$ cat src/rtl/uart_echo_fifo.sv
// Buffered UART echo engine: deserialises frames from rx_i, queues good bytes
// in a small FIFO and reserialises them on tx_o in arrival order. Also keeps
// sticky error flags and drives two stretched activity LEDs.
module uart_echo_fifo #(
  parameter int CLOCKS_PER_BAUD = 104,
  parameter int DATA_BITS       = 8,
  parameter int PARITY          = 0,
  parameter int FIFO_DEPTH      = 16,
  parameter int LED_CYCLES      = 600000
) (
  input  logic                          clock,
  input  logic                          reset_n,
  input  logic                          rx_i,
  output logic                          tx_o,
  input  logic                          tx_hold_i,
  input  logic                          clear_errors_i,
  output logic [$clog2(FIFO_DEPTH):0]   fill_o,
  output logic                          overflow_o,
  output logic                          frame_err_o,
  output logic                          parity_err_o,
  output logic                          rx_led_o,
  output logic                          byte_led_o
);

  localparam int AW = $clog2(FIFO_DEPTH);
  localparam int CW = $clog2(CLOCKS_PER_BAUD);
  localparam int BW = $clog2(DATA_BITS);
  localparam int LW = $clog2(LED_CYCLES + 1);
  localparam logic [CW-1:0] BAUD_LAST  = CW'(CLOCKS_PER_BAUD - 1);
  localparam logic [CW-1:0] HALF_LAST  = CW'(CLOCKS_PER_BAUD / 2 - 1);
  localparam logic [BW-1:0] BIT_LAST   = BW'(DATA_BITS - 1);
  localparam logic [LW-1:0] LED_LOAD   = LW'(LED_CYCLES - 1);
  localparam logic [AW:0]   FULL_COUNT = (AW + 1)'(FIFO_DEPTH);
  localparam bit            HAS_PARITY = (PARITY != 0);

  typedef enum logic [2:0] {RX_IDLE, RX_START, RX_DATA, RX_PARITY, RX_STOP, RX_WAIT_HIGH} rx_state_t;
  typedef enum logic [2:0] {TX_IDLE, TX_START, TX_DATA, TX_PARITY, TX_STOP} tx_state_t;

  // Parity bit that makes data^p even (PARITY=1) or odd (PARITY=2) weight.
  function automatic logic parity_of(input logic [DATA_BITS-1:0] d);
    return (PARITY == 2) ? ~(^d) : (^d);
  endfunction

  // ---------------------------------------------------------------- RX ----
  logic rx_meta, rx_sync;

  // Two-flop synchroniser; presets to idle-high so reset never looks like a start bit.
  // NOTE: sequential state uses non-blocking (<=) so every flop samples pre-edge values.
  always_ff @(posedge clock or negedge reset_n) begin
    if (!reset_n) begin
      rx_meta <= 1'b1;
      rx_sync <= 1'b1;
    end else begin
      rx_meta <= rx_i;
      rx_sync <= rx_meta;
    end
  end

  rx_state_t            rx_state, rx_state_next;
  logic [CW-1:0]        rx_cnt, rx_cnt_next;
  logic [BW-1:0]        rx_bit, rx_bit_next;
  logic [DATA_BITS-1:0] rx_shift, rx_shift_next;
  logic                 rx_par, rx_par_next;
  logic                 push_req, push_req_next;
  logic                 frame_evt, parity_evt;

  // RX next-state: mid-bit sampling, frame checks, push request after a good stop.
  // NOTE: every always_comb output gets a default first so no latch is inferred.
  always_comb begin
    rx_state_next = rx_state;
    rx_cnt_next   = rx_cnt;
    rx_bit_next   = rx_bit;
    rx_shift_next = rx_shift;
    rx_par_next   = rx_par;
    push_req_next = 1'b0;
    frame_evt     = 1'b0;
    parity_evt    = 1'b0;
    unique case (rx_state)
      RX_IDLE: if (!rx_sync) begin
        rx_state_next = RX_START;
        rx_cnt_next   = '0;
      end
      RX_START: if (rx_cnt == HALF_LAST) begin
        rx_cnt_next   = '0;
        rx_bit_next   = '0;
        rx_state_next = rx_sync ? RX_IDLE : RX_DATA;
      end else rx_cnt_next = rx_cnt + 1'b1;
      RX_DATA: if (rx_cnt == BAUD_LAST) begin
        rx_cnt_next   = '0;
        rx_shift_next = {rx_sync, rx_shift[DATA_BITS-1:1]};
        if (rx_bit == BIT_LAST) rx_state_next = HAS_PARITY ? RX_PARITY : RX_STOP;
        else                    rx_bit_next   = rx_bit + 1'b1;
      end else rx_cnt_next = rx_cnt + 1'b1;
      RX_PARITY: if (rx_cnt == BAUD_LAST) begin
        rx_cnt_next   = '0;
        rx_par_next   = rx_sync;
        rx_state_next = RX_STOP;
      end else rx_cnt_next = rx_cnt + 1'b1;
      RX_STOP: if (rx_cnt == BAUD_LAST) begin
        rx_cnt_next = '0;
        if (!rx_sync) begin
          frame_evt     = 1'b1;
          rx_state_next = RX_WAIT_HIGH;
        end else if (HAS_PARITY && (rx_par != parity_of(rx_shift))) begin
          parity_evt    = 1'b1;
          rx_state_next = RX_IDLE;
        end else begin
          push_req_next = 1'b1;
          rx_state_next = RX_IDLE;
        end
      end else rx_cnt_next = rx_cnt + 1'b1;
      RX_WAIT_HIGH: if (rx_sync) rx_state_next = RX_IDLE;
      default: rx_state_next = RX_IDLE;
    endcase
  end

  // RX state register.
  always_ff @(posedge clock or negedge reset_n) begin
    if (!reset_n) begin
      rx_state <= RX_IDLE;
      rx_cnt   <= '0;
      rx_bit   <= '0;
      rx_shift <= '0;
      rx_par   <= 1'b0;
      push_req <= 1'b0;
    end else begin
      rx_state <= rx_state_next;
      rx_cnt   <= rx_cnt_next;
      rx_bit   <= rx_bit_next;
      rx_shift <= rx_shift_next;
      rx_par   <= rx_par_next;
      push_req <= push_req_next;
    end
  end

  // -------------------------------------------------------------- FIFO ----
  logic [DATA_BITS-1:0] mem [FIFO_DEPTH];
  logic [AW-1:0]        wr_ptr, rd_ptr;
  logic [AW:0]          count;
  logic                 pop, push_ok, overflow_evt, full, empty;

  assign full         = (count == FULL_COUNT);
  assign empty        = (count == '0);
  assign push_ok      = push_req && (!full || pop);
  assign overflow_evt = push_req && !push_ok;
  assign fill_o       = count;

  // Storage array write port.
  // NOTE: the data array has no reset; pointers and count alone define validity.
  always_ff @(posedge clock) begin
    if (push_ok) mem[wr_ptr] <= rx_shift;
  end

  // Pointers wrap naturally because FIFO_DEPTH is a power of two.
  always_ff @(posedge clock or negedge reset_n) begin
    if (!reset_n) begin
      wr_ptr <= '0;
      rd_ptr <= '0;
      count  <= '0;
    end else begin
      if (push_ok) wr_ptr <= wr_ptr + 1'b1;
      if (pop)     rd_ptr <= rd_ptr + 1'b1;
      if (push_ok && !pop)      count <= count + 1'b1;
      else if (pop && !push_ok) count <= count - 1'b1;
    end
  end

  // ---------------------------------------------------------------- TX ----
  tx_state_t            tx_state, tx_state_next;
  logic [CW-1:0]        tx_cnt, tx_cnt_next;
  logic [BW-1:0]        tx_bit, tx_bit_next;
  logic [DATA_BITS-1:0] tx_shift, tx_shift_next;
  logic                 tx_par, tx_par_next;
  logic                 tx_line_next, can_start;

  assign can_start = !empty && !tx_hold_i;

  // TX next-state: pop on frame start, chain frames back-to-back after stop.
  always_comb begin
    tx_state_next = tx_state;
    tx_cnt_next   = tx_cnt;
    tx_bit_next   = tx_bit;
    tx_shift_next = tx_shift;
    tx_par_next   = tx_par;
    pop           = 1'b0;
    unique case (tx_state)
      TX_IDLE: if (can_start) begin
        pop           = 1'b1;
        tx_shift_next = mem[rd_ptr];
        tx_par_next   = parity_of(mem[rd_ptr]);
        tx_cnt_next   = '0;
        tx_state_next = TX_START;
      end
      TX_START: if (tx_cnt == BAUD_LAST) begin
        tx_cnt_next   = '0;
        tx_bit_next   = '0;
        tx_state_next = TX_DATA;
      end else tx_cnt_next = tx_cnt + 1'b1;
      TX_DATA: if (tx_cnt == BAUD_LAST) begin
        tx_cnt_next = '0;
        if (tx_bit == BIT_LAST) tx_state_next = HAS_PARITY ? TX_PARITY : TX_STOP;
        else begin
          tx_bit_next   = tx_bit + 1'b1;
          tx_shift_next = tx_shift >> 1;
        end
      end else tx_cnt_next = tx_cnt + 1'b1;
      TX_PARITY: if (tx_cnt == BAUD_LAST) begin
        tx_cnt_next   = '0;
        tx_state_next = TX_STOP;
      end else tx_cnt_next = tx_cnt + 1'b1;
      TX_STOP: if (tx_cnt == BAUD_LAST) begin
        tx_cnt_next = '0;
        if (can_start) begin
          pop           = 1'b1;
          tx_shift_next = mem[rd_ptr];
          tx_par_next   = parity_of(mem[rd_ptr]);
          tx_state_next = TX_START;
        end else tx_state_next = TX_IDLE;
      end else tx_cnt_next = tx_cnt + 1'b1;
      default: tx_state_next = TX_IDLE;
    endcase
    unique case (tx_state_next)
      TX_START:  tx_line_next = 1'b0;
      TX_DATA:   tx_line_next = tx_shift_next[0];
      TX_PARITY: tx_line_next = tx_par_next;
      default:   tx_line_next = 1'b1;
    endcase
  end

  // TX state register; tx_o is registered so the pin never glitches.
  always_ff @(posedge clock or negedge reset_n) begin
    if (!reset_n) begin
      tx_state <= TX_IDLE;
      tx_cnt   <= '0;
      tx_bit   <= '0;
      tx_shift <= '0;
      tx_par   <= 1'b0;
      tx_o     <= 1'b1;
    end else begin
      tx_state <= tx_state_next;
      tx_cnt   <= tx_cnt_next;
      tx_bit   <= tx_bit_next;
      tx_shift <= tx_shift_next;
      tx_par   <= tx_par_next;
      tx_o     <= tx_line_next;
    end
  end

  // ------------------------------------------------------ flags / LEDs ----
  // Sticky flags; a new event outranks a simultaneous clear.
  always_ff @(posedge clock or negedge reset_n) begin
    if (!reset_n) begin
      overflow_o   <= 1'b0;
      frame_err_o  <= 1'b0;
      parity_err_o <= 1'b0;
    end else begin
      overflow_o   <= overflow_evt | (overflow_o   & ~clear_errors_i);
      frame_err_o  <= frame_evt    | (frame_err_o  & ~clear_errors_i);
      parity_err_o <= parity_evt   | (parity_err_o & ~clear_errors_i);
    end
  end

  logic [LW-1:0] rx_led_cnt, byte_led_cnt;
  logic          rx_trig, byte_trig;

  assign rx_trig    = !rx_sync;
  assign byte_trig  = push_ok;
  assign rx_led_o   = rx_trig   || (rx_led_cnt   != '0);
  assign byte_led_o = byte_trig || (byte_led_cnt != '0);

  // Retriggerable stretch counters for the activity LEDs.
  always_ff @(posedge clock or negedge reset_n) begin
    if (!reset_n) begin
      rx_led_cnt   <= '0;
      byte_led_cnt <= '0;
    end else begin
      if (rx_trig)                 rx_led_cnt   <= LED_LOAD;
      else if (rx_led_cnt != '0)   rx_led_cnt   <= rx_led_cnt - 1'b1;
      if (byte_trig)               byte_led_cnt <= LED_LOAD;
      else if (byte_led_cnt != '0) byte_led_cnt <= byte_led_cnt - 1'b1;
    end
  end

endmodule
$ cat config.mk
export PLATFORM = sky130hd
export DESIGN_NAME = uart_echo_fifo
export DESIGN_NICKNAME = d
export VERILOG_FILES = /design/src/rtl/uart_echo_fifo.sv
export SDC_FILE = /design/constraint.sdc
export NUM_CORES = 1
export LEC_CHECK = 0
export CORE_MARGIN = 3
export CORE_UTILIZATION = 35
export DETAILED_ROUTE_END_ITERATION = 8
export PLACE_DENSITY = 0.52
export SYNTH_ARGS = -nofsm -noshare
export SYNTH_HDL_FRONTEND = slang
export SYNTH_SLANG_ARGS = --single-unit
$ cat constraint.sdc
create_clock -name clock -period 4.35 [get_ports clock]
set_clock_uncertainty 0.2 [all_clocks]
set_input_delay 0.87 -clock clock [delete_from_list [all_inputs] [get_ports clock]]
set_output_delay 0.87 -clock clock [all_outputs]
set_load 0.03 [all_outputs]
# Yosys cells after proc, flatten, opt, wreduce, memory -nomap -nowiden
# Memories as Yosys holds them, arrays and structs flattened.
# Index checks and enable logic that the tools add are counted.
dict set report totals {
  register_bits 103
  latchBits 0
  ramBits 128
  mem_bits_ro 0
  in_bits 5
  output_inout_bits 11
  wordCells 166
  n_memories 1
}
dict set report op_classes {
  n_addsub 10
  mul 0
  div 0
  n_lt_le_gt_ge 0
  eq_ne 32
  n_shift 0
  mux 59
  bitwise 6
  n_reduce_logical 36
}
# name depth width rd rd_ports_with_merged_regs write_ports line
set memory_table {}
lappend memory_table {mem 16 8 1 0 1 137} ;# logic [DATA_BITS-1:0] mem [FIFO_DEPTH];
# cell n
set op_table {}
lappend op_table {{2-to-1 mux 20 bit} 4}
lappend op_table {{2-to-1 mux 3 bit} 20}
lappend op_table {{nonzero test 20 bit} 2}
lappend op_table {{subtractor 20 x 1 -> 20 bit, second input constant} 2}
lappend op_table {{2-to-1 mux 7 bit} 5}
lappend op_table {{2-to-1 mux 8 bit} 4}
lappend op_table {{!= test 2 bit, second input constant} 13}
lappend op_table {{case mux 8 bit (3 select lines)} 1}
lappend op_table {{case mux 7 bit (3 select lines)} 1}
lappend op_table {{== test 3 x 2 -> 1 bit, second input constant} 6}
lappend op_table {{case mux 3 bit (6 select lines)} 1}
lappend op_table {{== test 3 bit, second input constant} 5}
lappend op_table {{case mux 3 bit (5 select lines)} 1}
lappend op_table {{adder 7 x 1 -> 7 bit, second input constant} 2}
lappend op_table {{== test 7 bit, second input constant} 2}
lappend op_table {{case mux 7 bit (2 select lines)} 1}
lappend op_table {{2-to-1 mux 1 bit} 13}
lappend op_table {{case mux 3 bit (2 select lines)} 2}
lappend op_table {{AND reduction 4 bit} 3}
lappend op_table {{2-to-1 mux 5 bit} 2}
lappend op_table {{nonzero test 2 bit} 5}
lappend op_table {{== test 3 x 1 -> 1 bit, second input constant} 3}
lappend op_table {{adder 4 x 1 -> 4 bit, second input constant} 2}
lappend op_table {{XOR reduction 8 bit} 1}
lappend op_table {{22 further kinds} 42}

# Depth between registers and ports, before layout
# Gate-level depths: netlist (run 1).
dict set report depth {
  depth_word 12
  ltp_mapped 18
}

# Worst setup path after synthesis (run 1)
# Ideal clock, no wire load.
dict set report synth_timing {
  path_type {input port to flip-flop}
  from {input tx_hold_i}
  to {register count[4] (netlist: fill_o[4])}
  arrival_time_ns 3.382
  required_time_ns 4.027
  slack_ns 0.645
  cell_stages 16
  path_buffers 1
  cell_sequence {a21oi_1 -> nand2_1 -> nor3_2 -> inv_1 -> nand3_1 -> nand2_1 -> inv_1 -> clkbuf_1 -> ha_1 -> inv_1 -> fa_1 -> a21o_1 -> a21oi_1 -> xnor2_1 -> nor2_1 -> xnor2_1}
}
dict set report synth_via {
  elab_chain_cells 10
  word_cells_on_any_way 13
  cone_classes {mux: 4; reduce/logical: 9}
}
# element line
set synth_rtl {}
lappend synth_rtl {{start: declaration} 15} ;# input logic tx_hold_i,
lappend synth_rtl {{logical NOT 1 bit *} 176} ;# assign can_start = !empty && !tx_hold_i;
lappend synth_rtl {{logical AND 1 bit *} 176}
lappend synth_rtl {{2-to-1 mux 1 bit *} {187, 213}}
lappend synth_rtl {{2-to-1 mux 1 bit} 211} ;# TX_STOP: if (tx_cnt == BAUD_LAST) begin
lappend synth_rtl {{case mux 1 bit (2 select lines) *} 186} ;# unique case (tx_state)
lappend synth_rtl {{logical OR 1 bit *} 144} ;# assign push_ok = push_req && (!full || pop);
lappend synth_rtl {{logical AND 1 bit *} 144}
lappend synth_rtl {{via byte_trig} 264} ;# logic rx_trig, byte_trig;
lappend synth_rtl {{logical NOT 1 bit} 164} ;# else if (pop && !push_ok) count <= count - 1'b1;
lappend synth_rtl {{logical AND 1 bit} 164}
lappend synth_rtl {{nonzero test 2 bit (no source line)} -}
lappend synth_rtl {{end signal: assignment} 163} ;# if (push_ok && !pop) count <= count + 1'b1;
lappend synth_rtl {{end signal: assignment} 164}
lappend synth_rtl {{end: declaration} 139} ;# logic [AW:0] count;
# Mark *: on every way through the listed nets, which the timed path passes. The rest lies on a longest branch.
# A chain may end at the register's enable or synchronous reset.

# Worst setup path after layout (run 1)
dict set report layout_timing {
  from {register rx_led_cnt[6]}
  to {output rx_led_o}
}
dict set report layout_via {
  elab_chain_cells 2
}
# element line
set layout_rtl {}
lappend layout_rtl {{start: declaration} 263} ;# logic [LW-1:0] rx_led_cnt, byte_led_cnt;
lappend layout_rtl {{start signal: assignment} 278} ;# else if (rx_led_cnt != '0) rx_led_cnt <= rx_led_cnt - 1'b1;
lappend layout_rtl {{nonzero test 20 bit} 268} ;# assign rx_led_o = rx_trig || (rx_led_cnt != '0);
lappend layout_rtl {{logical OR 1 bit} 268}
lappend layout_rtl {{end: declaration} 21} ;# output logic rx_led_o,
# Every way passes these cells.

==> results of run 1 <==
-- logic make-up (layout without fill, tap and decap cells) --
kind of cell               after synthesis  count (layout)  share of synthesized area
and+or+nand+nor                        231             231                      0.117
adders and majority gates               18              18                     0.0229
DFF                                    231             231                      0.633
xor gates and xnor gates                43              43                     0.0378
buffers and inverters                   47             105                     0.0213
AOI/OAI and AO/OA                      116             116                     0.0786
muxes                                   47              47                     0.0891
-- critical path: cells and delay by family (launching register included) --
family / cells / cell delay [ns]
buffers and inverters: 1 / 0.61
DFF: 1 / 0.39
and+or+nand+nor: 4 / 1.53
-- metal layers --
metal / share of wire / up-vias / GRT usage
li1: - / 2829 / -
met1: 0.44 / 3086 / 0.177
met2: 0.50 / 86 / 0.231
met3: 0.033 / 28 / 0.0200
met4: 0.021 / 0 / 0.0317
met5: 0 / - / 0
-- report_power, final --
part           internal (mW)  total [mW]  switching, mW  leakage, nW
combinational        0.00983      0.0349         0.0250         1.40
clock                   1.06        1.87          0.811        0.354
sequential              2.30        2.30        0.00534         2.72
total                   3.36        4.21          0.841         4.48
-- state kept, by name, summed over array words and instances (netlist names), 3 cells and up --
name	flops
rx_shift	8
rx_led_cnt	20
rx_bit	3
rx_state	3
byte_led_cnt	20
rd_ptr	4
tx_shift	8
tx_cnt	7
tx_state	3
wr_ptr	4
fill_o	5
tx_bit	3
mem	128
rx_cnt	7
-- how the worst min path moves through the flow --
| stage | startpoint | to | cells past startpoint |
|---|---|---|---|
| 2_1_floorplan | rx_meta | rx_sync | 0 |
| 3_3_place_gp | rx_meta | rx_sync | 0 |
| 3_5_place_dp | rx_meta | rx_sync | 0 |
| 4_1_cts | rx_meta | rx_sync | 0 |
| 5_1_grt | rx_meta | rx_sync | 0 |
| 6_report | rx_meta | rx_sync | 0 |
-- metrics by stage --
stage	instance area (um2)	util	instances	power [mW]	setup slack [ns]
CTS	11500	0.410	1169	4.28	0.202
global placement	10800	0.384	1124	2.38	0.605
global route	11500	0.410	1169	4.38	0.122
finish	11500	0.410	1169	4.21	0.250
detailed placement	10800	0.384	1124	2.38	0.543
floorplan	10200	-	733	2.35	0.645
-- area by class of cell --
type	instances	area, um2	share of cell area
Clock buffer	32	652	0.0565
Clock inverter	13	66.3	0.00574
Timing Repair Buffer	42	348	0.0301
Inverter	18	67.6	0.00585
Multi-Input combinational cell	455	3510	0.304
Sequential cell	231	6430	0.557
Tap cell	378	473	0.0410
-- layout by cell type, fill, tap and decap left out, drive strengths merged, types with 17 or more instances in the layout --
cell type	Yosys	routed
nor3	24	24
xnor2	34	34
mux4	32	32
ha	17	17
buf	13	29
o21ai	41	41
inv	18	18
a21oi	17	17
nor2	40	40
edfxtp	128	128
clkbuf	16	32
nand2	69	69
dfrtp	100	100
==> reports/results.ini, run 1 <==
[status]
outcome = complete, no violations

[logic_synthesis]
postSynthCellCount = 733
ys.flop_type = edfxtp_1
synth_top_cell_by_area = edfxtp_1
synthArstFlopShare = 0.446
synth_edf_count = 128
synth.most_common_cell = edfxtp_1
synthTopCellsByCount = edfxtp_1, dfrtp_1, nand2_1
avgSynthCellArea_um2 = 13.9
synth_cell_types = 65
synth_area_leaders = edfxtp_1, dfrtp_1, mux4_2, xnor2_1, nand2_1
synth_top_cell_area_share = 0.379
synth-seq-cells = 231
synth_nets = 756
ys_seq_area_frac = 0.633
ys_warn_count = 0
synth_area_mm2 = 0.0102

[floorplan]
num_rows = 61
ioPinCount = 16
start_util = 0.361
die_h_um = 176
die-width_um = 176
core_area_mm2 = 0.0282
dieArea_mm2 = 0.0311

[detailed_routing]
drc = 0
post_drt_wl_per_cell_um = 17.4
routed_wl_um = 20300
dr.pass1.iters = 5
vias = 6029
drtIter0Drc = 349
antenna_left = 0
vias_per_cell = 5.16

[timing]
fin_tns_setup_ns = 0
holdWs_ns = 0.154
rsz0062_at_grt = no
finalSetupViolCount = 0
worst_pin_slew_ns = 0.976
slew_violations = 0
final.min_clock_period_ns = 4.10
relSlewSlack = 0.349
fin_crit_sh = 0.943
max_freq_ghz = 0.244
hold_violations = 0

[cts]
clock_sinks = 231
cts_tree = yes
path_clk_slew_ns = 0.05
cts_inserted_buffers = 25
ctsRootBufferMaster = clkbuf_16
clockBufferDepth = 3
cts_resized = 0
cts_hold_buf = 0
htreeDepth = 1
clk_latency_ns = 0.51
cts_setup_buffers = 0

[cells_and_area]
area_growth_pct = 13.7
fillCellCount = 2567
nNetsFinal = 796
diodes = 0
drive_gt1_frac = 0.159

[global_route]
grt_pass1_vias = 6239
overflow = 0
grt_pass1_wl_um = 33400
gr-usage-all-layers = 0.133
grt_max_degree = 61
antenna_found_initial = 0

[critical_path]
rr_worst_depth = 17
cp.required_ns = 3.28
rr_endpoint = fill_o[4]
cp_max_fo = 4
cp_cell_sequence = or4_4, or4_4, nor3_2, nand2_1, clkdlybuf4s50_1
crit_type = flop to output port
slowest_stage = clkdlybuf4s50_1
critPathCaptureType = output port
start_kind = flop
crit_path_end = rx_led_o
cpPeakStageDelay_ns = 0.61
r2r-start = tx_cnt[0]
arrival_ns = 3.03
reg2reg_slack_ns = 0.95
startpoint = rx_led_cnt[6]
path_common_cell = or4_4

[flow_run]
drv_cap = 0

[placed_design]
portBuffers = 15
gp_congestion = 0.786
dp_hpwl_um = 13600

[hold_path]
hp-class = flop to flop

[pwr]
power_density_mw_per_mm2 = 364
p_leak_nw = 4.48
ir_drop_uv = 199

(Power assumes the default switching activity.)
==> run 2: changes to the inputs <==
--- a/config.mk
+++ b/config.mk
@@ -9,6 +9,7 @@
 export CORE_UTILIZATION = 35
 export DETAILED_ROUTE_END_ITERATION = 8
 export PLACE_DENSITY = 0.52
+export SLEW_MARGIN = 20
 export SYNTH_ARGS = -nofsm -noshare
 export SYNTH_HDL_FRONTEND = slang
 export SYNTH_SLANG_ARGS = --single-unit
==> results of run 2 <==
Final layout, timing and power as in run 1 (identical DEF).
==> patch 1 (config.mk and constraints of run 1) <==
Register the outputs `rx_led_o` and `byte_led_o`; this adds one clock of latency there. The other outputs are not delayed to match.
--- a/src/rtl/uart_echo_fifo.sv
+++ b/src/rtl/uart_echo_fifo.sv
@@ -265,8 +265,10 @@
 
   assign rx_trig    = !rx_sync;
   assign byte_trig  = push_ok;
-  assign rx_led_o   = rx_trig   || (rx_led_cnt   != '0);
-  assign byte_led_o = byte_trig || (byte_led_cnt != '0);
+  always_ff @(posedge clock) begin
+    rx_led_o   <= rx_trig   || (rx_led_cnt   != '0);
+    byte_led_o <= byte_trig || (byte_led_cnt != '0);
+  end
 
   // Retriggerable stretch counters for the activity LEDs.
   always_ff @(posedge clock or negedge reset_n) begin
Behaviour: not the same (a bounded check fails within 4 cycles, from zero or initial values and one cycle with reset_n low).
==> patch 1 against run 1 <==
  * Core utilization rose by 0.47 points
  * Worst hold slack improved by 0.0046 ns
  * Setup slack improved by 0.45 ns
  * Final area rose by 1.7%
  * Sequential share of layout area fell by 0.58 points
  * Wire length rose by 0.68%
  * Fmax rose by 12%
  * Count of clock-buffer cells in the layout rose by 2
  * Total power rose by 9.0%
  * Global-route usage rose by 0.085 points
  * Highest routed layer unchanged
  * Sequential cell count rose by 2
  * Area after synthesis rose by 0.65%
==> patch 1: results (changes against run 1) <==
half-perimeter wire length after placement=13.37 mm (-1.8%); wire per inst=17.46 um (+0.42%); Clock-cell share=7.535% (+1.3 points); Hold Path End=rx_sync$_DFF_PN1_; Worst slew margin=45.17% (+10 points); complex-gate fraction of the synthesized area=7.199% (-0.66 points); fraction of cell area in non-clock buffers=2.835% (-0.18 points); vias post-DR=5965 (-1.1%); first-pass GRT wire length=33.46 mm (+0.17%); total nets after synthesis=762 (+0.79%); share of post-route cells with drive strength above 1=16.62% (+0.70 points); mux contribution to synthesized area=8.803% (-0.11 points); Worst VDD drop=0.3110 mV (+56%); reg-to-reg setup timing slack=0.70 ns (-0.25 ns); drt first pass iters=6 (+1); Leakage Power=4.539 nW (+1.3%); register area=6466 um2 (+0.62%); num sequential=233 (+0.87%); GRT met1 Usage=17.77% (+0.051 points); Routed met2 length=10.10 mm (-0.92%); Synth Area in Adders=2.277% (-0.015 points); Non-clk invs=20 (+2); P per Cell Area=390.5 nW/um2 (+7.2%); Sw Ratio=19.74% (-0.27 points); nonclk buf count=38 (-9.5%); Final nets=797 (+0.13%); fraction of registers with async set/reset=44.21% (-0.38 points); met3 GRT Util=2.166% (+0.17 points); CP arrival=3.86 ns (+0.83 ns); Synth cell types=66 (+1.5%); Seq pwr share=50.6% (-4.2 points); synth top area cells=edfxtp_1, dfrtp_1, mux4_2; CP max stage delay=0.41 ns (-0.20 ns); FILL cells=2589 (+0.86%); P_clk=2.23 mW (+19%); # clk buffers=34 (+6.3%); f_max=274.2 MHz (+12%); Worst path slowest cell=or3_1; outcome=complete, no violations; pin count of the biggest net entering global routing=51 (-16%); post-synth top area share=37.61% (-0.25 points); GRT met2 Usage=23.18% (+0.061 points); Critical Path End=fill_o[4]$_DFFE_PN0P_; total power draw=4.585 mW (+9.0%); Metal-1 WL=9.196 mm (+1.7%); Seq/Total Area, Yosys=63.26% (about the same); CP max FO=14 (+10); multi-input combinational area share=29.88% (-0.54 points); Synth top cells by count=edfxtp_1, dfrtp_1, nand2_1; cts hold-fix bufs=0 (unchanged); met3 wire length=689 um (+3.0%); dpl ws=0.4817 ns (-0.06159 ns); Multi-input comb cells=454 (-0.22%); CTS Buf Count=27 (+8.0%); vias in the first global route=6192 (-0.75%); Cells after Synth=739 (+0.82%); placer congestion estimate=0.7707 (-2.0%); post-placement cell area=10860 um2 (+0.27%); # placed instances=1123 (-0.089%); First DRT Iteration DRCs=363 (+4.0%)
## patch 1: cell count changes after synthesis, sizes merged, moves of 4 or more
| cell | run 1 | this run |
|---|---|---|
| and2 | 6 | 2 |
| nor2 | 40 | 51 |
| nand2 | 69 | 64 |
| nand2b | 8 | 12 |
| nor4 | 4 | 8 |
| o21ai | 41 | 37 |
| clkbuf | 16 | 21 |
## patch 1: logic make-up after synthesis
| group | Yosys count |
|---|---|
| xor gates and xnor gates | 45 |
| adders and majority gates | 18 |
| and+or+nand+nor | 237 |
| buffers and inverters | 52 |
| muxes | 48 |
| DFF | 233 |
| AOI/OAI and AO/OA | 106 |
## patch 1: worst register-to-register path: cells and delay by family (launching register included)
family                     cells  cell delay [ns]
AOI/OAI and AO/OA              2             0.34
xor gates and xnor gates       2             0.26
adders and majority gates      3             0.78
buffers and inverters          3             0.33
DFF                            1             0.38
and+or+nand+nor                8             1.26
==> patch 2 (flow settings as in run 1) <==
Without the edit above. Set the parameter `FIFO_DEPTH` to 32 (it was 16).
--- a/src/rtl/uart_echo_fifo.sv
+++ b/src/rtl/uart_echo_fifo.sv
@@ -5,7 +5,7 @@
   parameter int CLOCKS_PER_BAUD = 104,
   parameter int DATA_BITS       = 8,
   parameter int PARITY          = 0,
-  parameter int FIFO_DEPTH      = 16,
+  parameter int FIFO_DEPTH      = 32,
   parameter int LED_CYCLES      = 600000
 ) (
   input  logic                          clock,
Ports: changed (resized fill_o); port bits go from 16 to 17. No check against the original RTL was run, so the function may have changed too.
==> patch 2 against run 1 <==
  * Area after synthesis increased by 50%
  * Total power increased by 100%
  * Setup slack improved by 0.039 ns
  * Die area increased by 48%
  * Critical path depth increased by 1
  * Clock power increased by 74%
  * Final area increased by 52%
  * Wire length increased by 59%
  * Sequential cell count increased by 131
  * Critical path type unchanged
  * Critical endpoint unchanged
  * Largest power group unchanged
==> patch 2: results (changes against run 1) <==
total nets after synthesis=1016 (+34%); GRT Total Usage=14.33% (+1.0 points); dpl ws=0.3305 ns (-0.2128 ns); Synth cell types=63 (-3.1%); R2R Path End=fill_o[5]$_DFFE_PN0P_; Synth top cells by count=edfxtp_1, dfrtp_1, nor2_1; First DRT Iteration DRCs=611 (+75%); first-pass GRT wire length=51.19 mm (+53%); PortBufs=16 (+1); share of post-route cells with drive strength above 1=18.58% (+2.7 points); outcome=complete, no violations; post-placement cell area=16310 um2 (+51%); vias in the first global route=8558 (+37%); placer congestion estimate=0.8201 (+4.3%); fraction of registers with async set/reset=29.28% (-15 points); max reg flops=256 (+100%); # placed instances=1603 (+43%); reg-to-reg setup timing slack=0.59 ns (-0.36 ns); reg2reg path depth=16 (-1); clock latency on the worst-skew pair=0.55 ns (+0.04 ns); EDFF count, synth=256 (+100%); met3 GRT Util=2.806% (+0.81 points); GRT met1 Usage=20.75% (+3.0 points); register area=10350 um2 (+61%); P per Cell Area=478.1 nW/um2 (+31%); DR top layer=met4; Cells after Synth=992 (+35%); Worst Tran Pin Value=1.223 ns (+0.2468 ns); final worst path period need=4.061 ns (-0.03948 ns); Worst VDD drop=0.2540 mV (+28%); half-perimeter wire length after placement=20.51 mm (+51%); FILL cells=3894 (+52%); CP max FO=5 (+1); Seq/Total Area, Yosys=68.03% (+4.8 points); Leakage Power=6.723 nW (+50%); htree depth=2 (+1); wire per inst=19.34 um (+11%); Final nets=1092 (+37%); Seq pwr share=47.4% (-7.4 points); GRT met2 Usage=21.78% (-1.3 points); synth top area cells=edfxtp_1, dfrtp_1, mux4_2; CTS Buf Count=40 (+60%); pin count of the biggest net entering global routing=63 (+3.3%); clock share of power=38.8% (-5.6 points); root buffer cell=clkbuf_16; met3 wire length=1.555 mm (+130%); worst hold-check path type=flop to flop; Worst R2R Start=fill_o[0]$_DFFE_PN0P_; hold slack=0.1560 ns (+0.002331 ns); vias post-DR=8397 (+39%); Routed met2 length=14.83 mm (+46%)
patch 2: cell count changes after synthesis, sizes merged, moves of 10 or more:
| cell | change |
|---|---|
| edfxtp | +128 |
| nor2 | +37 |
| mux2i | +29 |
| mux4 | +18 |
| a211oi | +13 |
| nand3 | +11 |
| buf | +10 |
patch 2: final cells by class:
type	count	share of cell area, %
clock buffers	50	6.093
clock inverters	22	1.033
inverters	19	0.4062
multi-input cells	567	25.73
flip-flops and latches	362	58.94
well taps	577	4.112
repair buffers	78	3.677
patch 2: worst max-delay path, cell delays in order (launching register included):
cell             delay (ns)
dfrtp_1                0.41
or4_1                  0.58
or3_1                  0.42
nor3_1                 0.21
buf_4                  0.17
nand2_1                0.05
clkdlybuf4s50_1        0.60
patch 2: logic make-up after synthesis:
kind of cell | share of synthesized area (%)
AO/OA/AOI/OAI | 6.180
XOR/XNOR | 2.855
adder cells (fa/ha/maj) | 1.613
buffers and inverters | 2.255
flip-flops | 68.03
multiplexers | 10.48
AND/OR/NAND/NOR | 8.591
